--- config.mk ---
export PLATFORM = sky130hd
export DESIGN_NAME = up_counter_reader
export DESIGN_NICKNAME = d
export VERILOG_FILES = /design/src/rtl/up_counter_reader_pkg.sv /design/src/rtl/up_counter_reader_stable_sampler.sv /design/src/rtl/up_counter_reader.sv
export SDC_FILE = /design/constraint.sdc
export NUM_CORES = 1
export LEC_CHECK = 0
export ABC_AREA = 1
export CORE_MARGIN = 2
export CORE_UTILIZATION = 31
export CTS_CLUSTER_SIZE = 8
export DETAILED_ROUTE_END_ITERATION = 7
export GPL_ROUTABILITY_DRIVEN = 0
export PLACE_DENSITY = 0.62
export SETUP_SLACK_MARGIN = 0.05
export SLEW_MARGIN = 0
export SYNTH_ARGS = -nofsm -noshare
export SYNTH_HDL_FRONTEND = slang
export SYNTH_SLANG_ARGS = --single-unit
--- constraint.sdc ---
create_clock -name clk -period 2.1 [get_ports clk]
set_input_delay 0.21 -clock clk [delete_from_list [all_inputs] [get_ports clk]]
set_output_delay 0.21 -clock clk [all_outputs]
set_load 0.02 [all_outputs]
--- src/rtl/up_counter_reader_pkg.sv ---
// Shared types and constants for the up_counter reader: FSM state encoding,
// default widths and the sample record.
package up_counter_reader_pkg;

    localparam int CNT_W = 8;
    localparam int GAP_W = 16;

    typedef enum logic [1:0] {
        ST_IDLE     = 2'd0,
        ST_CLR_HOLD = 2'd1,
        ST_CLR_WAIT = 2'd2
    } rd_state_e;

    typedef struct packed {
        logic [CNT_W-1:0] value;
        logic [CNT_W-1:0] delta;
        logic             wrap;
        logic             clr;
        logic [GAP_W-1:0] gap;
    } sample_t;

    function automatic int max2(input int a, input int b);
        return (a > b) ? a : b;
    endfunction

endpackage

--- src/rtl/up_counter_reader_stable_sampler.sv ---
// Synchronizes the free-running count into clk, filters it for stability and
// flags a stable value that differs from the caller's reference.
module stable_sampler #(
    parameter int WIDTH       = 8,
    parameter int SYNC_STAGES = 2,
    parameter int STABLE_CNT  = 3
) (
    input  logic             clk,
    input  logic             reset,
    input  logic [WIDTH-1:0] din,
    input  logic             restart,
    input  logic [WIDTH-1:0] ref_val,
    input  logic             first,
    output logic             stable,
    output logic [WIDTH-1:0] stable_val,
    output logic             stable_new
);

    localparam int STAB_W = $clog2(STABLE_CNT + 1);

    logic [WIDTH-1:0]       sync_q [SYNC_STAGES];
    logic [SYNC_STAGES-1:0] fill_q;
    logic [STAB_W-1:0]      stab_q;

    // fill_q marks stages holding post-reset data, so the reset value of the
    // synchronizer never counts as stable on its own.
    always_ff @(posedge clk or negedge reset) begin
        if (!reset) begin
            for (int i = 0; i < SYNC_STAGES; i++) sync_q[i] <= '0;
            fill_q <= '0;
            stab_q <= '0;
        end else begin
            sync_q[0] <= din;
            for (int i = 1; i < SYNC_STAGES; i++) sync_q[i] <= sync_q[i-1];
            fill_q <= {fill_q[SYNC_STAGES-2:0], 1'b1};
            if (restart || !fill_q[SYNC_STAGES-1] ||
                (sync_q[SYNC_STAGES-2] != sync_q[SYNC_STAGES-1]))
                stab_q <= '0;
            else if (stab_q != STAB_W'(STABLE_CNT))
                stab_q <= stab_q + 1'b1;
        end
    end

    assign stable_val = sync_q[SYNC_STAGES-1];
    assign stable     = (stab_q == STAB_W'(STABLE_CNT));
    assign stable_new = stable && (first || (stable_val != ref_val));

endmodule

--- src/rtl/up_counter_reader.sv ---
// Clocked reader/controller for the self-timed up_counter: drives enable/clr and
// streams captured counts. Optional smp_gap output with UP_COUNTER_READER_GAP_EN.
module up_counter_reader
    import up_counter_reader_pkg::*;
#(
    parameter int WIDTH       = CNT_W,
    parameter int SYNC_STAGES = 2,
    parameter int STABLE_CNT  = 3,
    parameter int CLR_HOLD    = 4
) (
    input  logic             clk,
    input  logic             reset,
    input  logic             run,
    input  logic             clr_req,
    output logic             cnt_enable,
    output logic             cnt_clr,
    input  logic [WIDTH-1:0] cnt_out,
    output logic             smp_valid,
    input  logic             smp_ready,
    output logic [WIDTH-1:0] smp_value,
    output logic [WIDTH-1:0] smp_delta,
    output logic             smp_wrap,
    output logic             smp_clr,
    output logic             overrun,
    output logic             busy,
`ifdef UP_COUNTER_READER_GAP_EN
    output logic [GAP_W-1:0] smp_gap,
`endif
    output rd_state_e        fsm_state
);

    localparam int HOLD_W = $clog2(max2(CLR_HOLD, SYNC_STAGES) + 1);

    rd_state_e         state_q, state_d;
    logic [HOLD_W-1:0] hold_q, hold_d;
    logic              run_q;
    logic [WIDTH-1:0]  last_acc_q;
    logic              first_q;
    logic              stable, stable_new, restart;
    logic [WIDTH-1:0]  stable_val;
    logic              capture, clr_done, evt, can_load;

    stable_sampler #(
        .WIDTH      (WIDTH),
        .SYNC_STAGES(SYNC_STAGES),
        .STABLE_CNT (STABLE_CNT)
    ) u_sampler (
        .clk       (clk),
        .reset     (reset),
        .din       (cnt_out),
        .restart   (restart),
        .ref_val   (last_acc_q),
        .first     (first_q),
        .stable    (stable),
        .stable_val(stable_val),
        .stable_new(stable_new)
    );

    // In CLR_WAIT the hold counter first flushes SYNC_STAGES cycles, so a zero
    // seen before cnt_clr fell cannot complete the clear early.
    assign restart  = (state_q == ST_CLR_HOLD) || ((state_q == ST_CLR_WAIT) && (hold_q != '0));
    assign clr_done = (state_q == ST_CLR_WAIT) && (hold_q == '0) && stable && (stable_val == '0);
    assign capture  = (state_q == ST_IDLE) && stable_new;
    assign evt      = capture || clr_done;
    assign can_load = !smp_valid || smp_ready;

    always_comb begin
        state_d = state_q;
        hold_d  = hold_q;
        case (state_q)
            ST_IDLE: begin
                if (clr_req) begin
                    state_d = ST_CLR_HOLD;
                    hold_d  = HOLD_W'(CLR_HOLD);
                end
            end
            ST_CLR_HOLD: begin
                if (hold_q <= HOLD_W'(1)) begin
                    state_d = ST_CLR_WAIT;
                    hold_d  = HOLD_W'(SYNC_STAGES);
                end else begin
                    hold_d = hold_q - 1'b1;
                end
            end
            ST_CLR_WAIT: begin
                if (hold_q != '0) hold_d = hold_q - 1'b1;
                else if (clr_done) state_d = ST_IDLE;
            end
            default: state_d = ST_IDLE;
        endcase
    end

    always_ff @(posedge clk or negedge reset) begin
        if (!reset) begin
            state_q <= ST_IDLE;
            hold_q  <= '0;
        end else begin
            state_q <= state_d;
            hold_q  <= hold_d;
        end
    end

    always_ff @(posedge clk or negedge reset) begin
        if (!reset) begin
            run_q      <= 1'b0;
            last_acc_q <= '0;
            first_q    <= 1'b1;
            smp_valid  <= 1'b0;
            smp_value  <= '0;
            smp_delta  <= '0;
            smp_wrap   <= 1'b0;
            smp_clr    <= 1'b0;
            overrun    <= 1'b0;
        end else begin
            run_q <= run;
            if (smp_valid && smp_ready) smp_valid <= 1'b0;
            if (evt) begin
                last_acc_q <= capture ? stable_val : '0;
                first_q    <= 1'b0;
                if (can_load) begin
                    smp_valid <= 1'b1;
                    smp_value <= capture ? stable_val : '0;
                    smp_delta <= capture ? (stable_val - last_acc_q) : '0;
                    smp_wrap  <= capture && (stable_val < last_acc_q);
                    smp_clr   <= clr_done;
                end else begin
                    overrun <= 1'b1;
                end
            end
        end
    end

`ifdef UP_COUNTER_READER_GAP_EN
    logic [GAP_W-1:0] gap_q;

    always_ff @(posedge clk or negedge reset) begin
        if (!reset) begin
            gap_q   <= '0;
            smp_gap <= '0;
        end else begin
            if (evt) gap_q <= '0;
            else if (gap_q != '1) gap_q <= gap_q + 1'b1;
            if (evt && can_load) smp_gap <= gap_q;
        end
    end
`endif

    assign busy       = (state_q != ST_IDLE);
    assign cnt_clr    = (state_q == ST_CLR_HOLD);
    assign cnt_enable = run_q && !busy;
    assign fsm_state  = state_q;

endmodule

==> results.txt, run 1 <==
Total Wirelength - 5524 microns
Die Area - 9384 sq um
Setup Total Neg Slack - 0 ns
Reg2reg setup slack - 0.19 ns
# Post-CTS Setup Buffers - 0
Reg2Reg Depth - 8
Setup CP Type - reg2out
Register area share after synthesis - 0.5152
Chip Width - 96.87 microns
Nets@finish - 389
Distinct cell type count after synthesis - 25
H-tree depth - 2
CP endpoint kind - primary output
MaxCap Viol Count - 0
Final number of max-transition violations - 0
Final Skew - 0.004977 ns
Largest net degree at the start of global routing - 31
Clock power frac - 0.254
WHS Path Cells - 1
ANT cells - 0
Max Clock Freq - 519.3 MHz
Status - completed
Final ANT Viol Nets - 0
Finished Cell Area - 3312 sq um
Avg WL per Cell - 11.91 microns
Fraction of layout instances using a drive strength above 1 - 0.05292
Gate power share - 0.264
Chip height - 96.87 microns
Max Root-Sink Buffers - 2
Hold Crit Class - in2reg
Pwr Total - 2.438 mW
Vias per cell - 4.545
Setup violators final - 0
Post-Synthesis Cells - 313
Crit path launch type - flop
Drt drc - 0
Sw frac - 0.3130
Post-synth net total - 344
CTS tree - done
Detailed-placement wirelength estimate - 4355 microns
Total gr overflow - 0
Clk_lat worst skew - 0.30 ns
Core area - 8299 sq um
Sw Pwr - 763.3 uW
Iter 0 DRT Violations - 114
Cell taking the most area after synthesis - dfrtp_1
Synth area leaders - dfrtp_1 (51%), nand2_1 (13%), ha_1 (8.0%)
Clk sink count - 55
RSZ-0062 raised after global routing - no
Fill cells - 823
Sequential power share - 0.481
Final Non-Filler Cells - 464
First-pass GRT wire length - 9522 microns
Initial core utilization - 0.3222
Num CTS Buffers - 5
P_int - 1.675 mW
Drt first pass iters - 4
Slew Limit Headroom - 0.6069
Crit share post-route - 0.9169
IO buf count - 37
WP data arrival - 1.72 ns
GRT Util Overall - 0.1238
YS warnings - 0
Via count - 2109
CP required - 1.89 ns
Initial antenna violation count - 0
Top-area cell type share of the netlist area - 0.5054
Worst-margin pin slew - 0.5897 ns
Worst-path maximum fanout - 5
Io pins - 38
Cell Area, Synth - 2674 sq um
Hold Violations, Final - 0
Minimum clock period after layout - 1.926 ns
Peak supply drop - 472.1 uV
Post-Syn Area per Cell - 8.543 sq um
Cell Pwr Density - 736.2 nW/um^2
Synth Register Bits - 55
Area Overhead vs Synth - 23.87%
Static Leakage - 1.725 nW
Cell Rows - 33
Clock-pin slew on the worst setup and hold paths - 0.09 ns
Area after DPL - 3182 sq um
Placed Cells - 455
Vias in the first global route - 2064
Clock Tree Root - clkbuf_8
## cell usage after synthesis (all sizes together)
library cell,count
nand2,98
dfrtp,54
inv,50
nand3,26
nor2,23
ha,17
o21ai,14
a21oi,6
o22ai,6
xor2,6
buf,2
nand4,2
nor3,2
a21o,1
clkinv,1
conb,1
dfstp,1
fa,1
mux2i,1
o211ai,1
## flip-flops by register name, indices dropped and copies added, names as in the netlist, 2 cells and up
register              cells
last_acc_q                8
smp_delta                 8
smp_value                 8
u_sampler.stable_val      8
u_sampler.sync_q          8
hold_q                    3
fsm_state                 2
u_sampler.fill_q          2
u_sampler.stab_q          2
## metrics by stage
step	setup WS [ns]	util	hold WS, ns
floorplan	0.4357	-	-0.08559
global placement	0.1888	0.3834	0.2483
detailed placement	0.2051	0.3834	0.2481
CTS	0.06802	0.3967	0.3282
global route	0.05420	0.3991	0.3322
finish	0.1745	0.3991	0.3367
## routing by layer
layer | vias to the layer above | track usage | routed length, microns
met5 | - | 0 | 0
met2 | 62 | 0.1896 | 2422
met4 | 0 | 0.04117 | 99
li1 | 1064 | - | -
met3 | 9 | 0.03107 | 298
met1 | 974 | 0.1716 | 2704
## kinds of logic (layout without fill, tap and decap cells)
logic type | after synthesis | count (layout) | synth area share
simple gates | 151 | 151 | 0.2382
flops | 55 | 55 | 0.5152
buf+inv | 53 | 99 | 0.07768
compound gates | 28 | 28 | 0.05709
fa+ha+maj | 18 | 18 | 0.08704
xor+xnor | 6 | 6 | 0.01965
other cells | 1 | 1 | 0.001402
mux | 1 | 1 | 0.003744
## power groups by stage
stage / Sequential [mW] / Clock, mW / Combinational, mW
2_1_floorplan: 1.20 / 0 / 0.399
3_3_place_gp: 1.19 / 0 / 0.643
3_5_place_dp: 1.19 / 0 / 0.648
4_1_cts: 1.17 / 0.642 / 0.655
5_1_grt: 1.18 / 0.689 / 0.736
6_report: 1.17 / 0.620 / 0.645
## worst max-delay path: stages, from the launching register on
cell and delay, ns:
dfrtp_1 0.44, inv_1 0.13, ha_1 0.22, clkdlybuf4s50_1 0.62
## final cells by class
cell class,instances,area [sq um],share of cell area
timing repair buffer,40,407.9,0.1232
clock buffer,8,100.1,0.03022
tap,105,131.4,0.03967
multi-input combinational,205,1100,0.3321
sequential,55,1378,0.4159
inverter,51,195.2,0.05893
## placed cells by master, fill, tap and decap left out, drive strengths merged
cell,count
nand2,98
dfrtp,54
inv,50
clkdlybuf4s50,34
nand3,26
nor2,23
ha,17
o21ai,14
clkbuf,8
a21oi,6
xor2,6
o22ai,6
buf,3
nor3,2
nand4,2
dlymetal6s2s,2
mux2i,1
clkinvlp,1
a21o,1
o211ai,1
fa,1
dfstp,1
dlygate4sd3,1
conb,1
## repair_timing
item | 4_1_cts | 5_1_grt
hold buffers | 1 | 0
endpoints found under the hold margin | 24 | 0
gates resized for setup | 0 | 5
endpoints found under the setup margin | 0 | 16
## path summary, 6_finish.rpt
check | start | endpoint
worst max-delay path | fsm_state[1] | cnt_clr
worst min-delay path | cnt_out[0] | u_sampler.sync_q[8]
worst max register to register | u_sampler.stable_val[4] | smp_value[3]
worst min register to register | u_sampler.fill_q[0] | u_sampler.fill_q[1]
max in group asynchronous | reset | u_sampler.sync_q[12]
min in group asynchronous | reset | smp_delta[3]
(Power assumes the default switching activity.)
==> run 2: changes to the inputs <==
--- a/constraint.sdc
+++ b/constraint.sdc
@@ -3,2 +3,2 @@
 set_output_delay 0.21 -clock clk [all_outputs]
-set_load 0.02 [all_outputs]
+set_load 0.01 [all_outputs]
==> results.txt, run 2 (synthesis results as in run 1) <==
Status - completed (unchanged)
Num CTS Buffers - 5 (unchanged)
Critical Path Max Stage Delay - 0.52 ns (was 0.62 ns)
Via count - 2105 (was 2109)
Most frequent CP cell - inv_1
CTS tree - done (unchanged)
Drt drc - 0 (unchanged)
Avg WL per Cell - 11.88 microns (was 11.91 microns)
Fill cells - 824 (was 823)
Drt first pass iters - 4 (unchanged)
Peak supply drop - 441.3 uV (was 472.1 uV)
Nets@finish - 389 (unchanged)
Most common cell after layout, fill and taps aside - nand2_1 (unchanged)
Crit path launch type - flop (unchanged)
Iter 0 DRT Violations - 110 (was 114)
Slowest cell on the critical path - clkdlybuf4s50_1 (unchanged)
Core area - 8299 sq um (unchanged)
Critical Path Sink - cnt_enable (was cnt_clr)
Finished Cell Area - 3307 sq um (was 3312 sq um)
Slew Limit Headroom - 0.6069 (unchanged)
Clock Tree Root - clkbuf_8 (unchanged)
WP buf/inv - 3 (was 2)
Clk sink count - 55 (unchanged)
Clock-pin slew on the worst setup and hold paths - 0.09 ns (about the same)
Final ANT Viol Nets - 0 (unchanged)
WP data arrival - 1.74 ns (was 1.72 ns)
RR Endpoint - smp_value[3] (unchanged)
Worst-margin pin slew - 0.5897 ns (unchanged)
Hold Violations, Final - 0 (unchanged)
Final number of max-transition violations - 0 (unchanged)
Vias per cell - 4.537 (was 4.545)
Setup violators final - 0 (unchanged)
ANT cells - 0 (unchanged)
Hold Slack - 0.3367 ns (about the same)
Total gr overflow - 0 (unchanged)
Storage cell area - 1378 sq um (unchanged)
Chip height - 96.87 microns (unchanged)
# Post-CTS Setup Buffers - 0 (unchanged)
Area taken by multi-input logic gates - 1100 sq um (unchanged)
Minimum clock period after layout - 1.952 ns (was 1.926 ns)
Stages on the worst setup path - 5 (was 3)
CP endpoint kind - primary output (unchanged)
Critical path's top delay family - buffers and inverters (unchanged)
Area Overhead vs Synth - 23.68% (was 23.87%)
Setup CP Type - reg2out (unchanged)
Worst-path maximum fanout - 5 (unchanged)
CP required - 1.89 ns (about the same)
Start point of the critical path - fsm_state[0] (was fsm_state[1])
Reg2reg setup slack - 0.20 ns (was 0.19 ns)
Static Leakage - 1.702 nW (was 1.725 nW)
Reg2Reg Depth - 8 (unchanged)
IO buf count - 37 (unchanged)
Hold Crit Class - in2reg (unchanged)
RSZ-0062 raised after global routing - no (unchanged)
Initial core utilization - 0.3222 (unchanged)
Max Root-Sink Buffers - 2 (unchanged)
Vias in the first global route - 2064 (unchanged)
Max Clock Freq - 512.2 MHz (was 519.3 MHz)
Chip Width - 96.87 microns (unchanged)
Cell Pwr Density - 728.1 nW/um^2 (was 736.2 nW/um^2)
Largest net degree at the start of global routing - 31 (unchanged)
Fraction of layout instances using a drive strength above 1 - 0.05292 (unchanged)
Crit share post-route - 0.9297 (was 0.9169)
GRT Util Overall - 0.1238 (unchanged)
Setup Total Neg Slack - 0 ns (unchanged)
Io pins - 38 (unchanged)
FF-to-FF Start - u_sampler.stable_val[4] (unchanged)
Die Area - 9384 sq um (unchanged)
Clk_lat worst skew - 0.30 ns (about the same)
Critical path cell sequence - inv_1 -> ha_1 -> nand2_1 -> inv_1 -> clkdlybuf4s50_1 (was inv_1 -> ha_1 -> clkdlybuf4s50_1)
First-pass GRT wire length - 9522 microns (unchanged)
Area after DPL - 3182 sq um (unchanged)
Total Wirelength - 5510 microns (was 5524 microns)
Initial antenna violation count - 0 (unchanged)
Final Skew - 0.004988 ns (was 0.004977 ns)
Cell Rows - 33 (unchanged)
MaxCap Viol Count - 0 (unchanged)
H-tree depth - 2 (unchanged)
Detailed-placement wirelength estimate - 4355 microns (unchanged)
Most frequent cells in the layout - nand2_1 (95), dfrtp_1 (54), inv_1 (49) (unchanged)
run 2: cell count changes in the layout (fill, tap and decap cells not counted), sizes merged:
cell | before | now
dlymetal6s2s | 2 | 0
clkdlybuf4s50 | 34 | 36
run 2: power breakdown:
| part | total, mW | internal (mW) | switching, mW |
|---|---|---|---|
| clock | 0.620 | 0.301 | 0.318 |
| combinational | 0.615 | 0.260 | 0.354 |
| sequential | 1.17 | 1.12 | 0.0567 |
run 2: worst min path at each step:
stage	from	to	slack, ns	depth (start not counted)
detailed placement	reset	smp_delta[3]	0.25	1
floorplan	reset	fsm_state[0]	-0.09	0
global route	cnt_out[5]	u_sampler.sync_q[13]	0.33	1
finish	cnt_out[0]	u_sampler.sync_q[8]	0.34	1
global placement	reset	smp_delta[3]	0.25	1
CTS	cnt_out[0]	u_sampler.sync_q[8]	0.33	1
run 2: routing by layer:
metal	share of wire	global-route usage	vias to the layer above
met5	0	0	-
met3	0.050	0.03107	9
li1	-	-	1063
met2	0.44	0.1896	58
met4	0.018	0.04117	0
met1	0.50	0.1716	975
run 2: stage by stage:
stage               setup slack [ns]  power (mW)    util  instances
floorplan                     0.4932       1.565       -        313
global placement              0.1888       1.799  0.3834        455
detailed placement            0.2051       1.806  0.3834        455
CTS                           0.1359       2.435  0.3967        464
global route                 0.05420       2.580  0.3985        464
finish                        0.1476       2.408  0.3985        464
run 2: layout make-up:
type,count,area share
repair buffers,40,0.1218
multi-input cells,205,0.3326
inverters,51,0.05902
well taps,105,0.03973
clock buffers,8,0.03027
flip-flops and latches,55,0.4166
run 2: repair_timing:
item | in CTS | in global routing
endpoints found under the setup margin | 0 | 14
hold endpoints to repair | 24 | 0
hold buffers | 1 | 0
gates resized for setup | 0 | 3
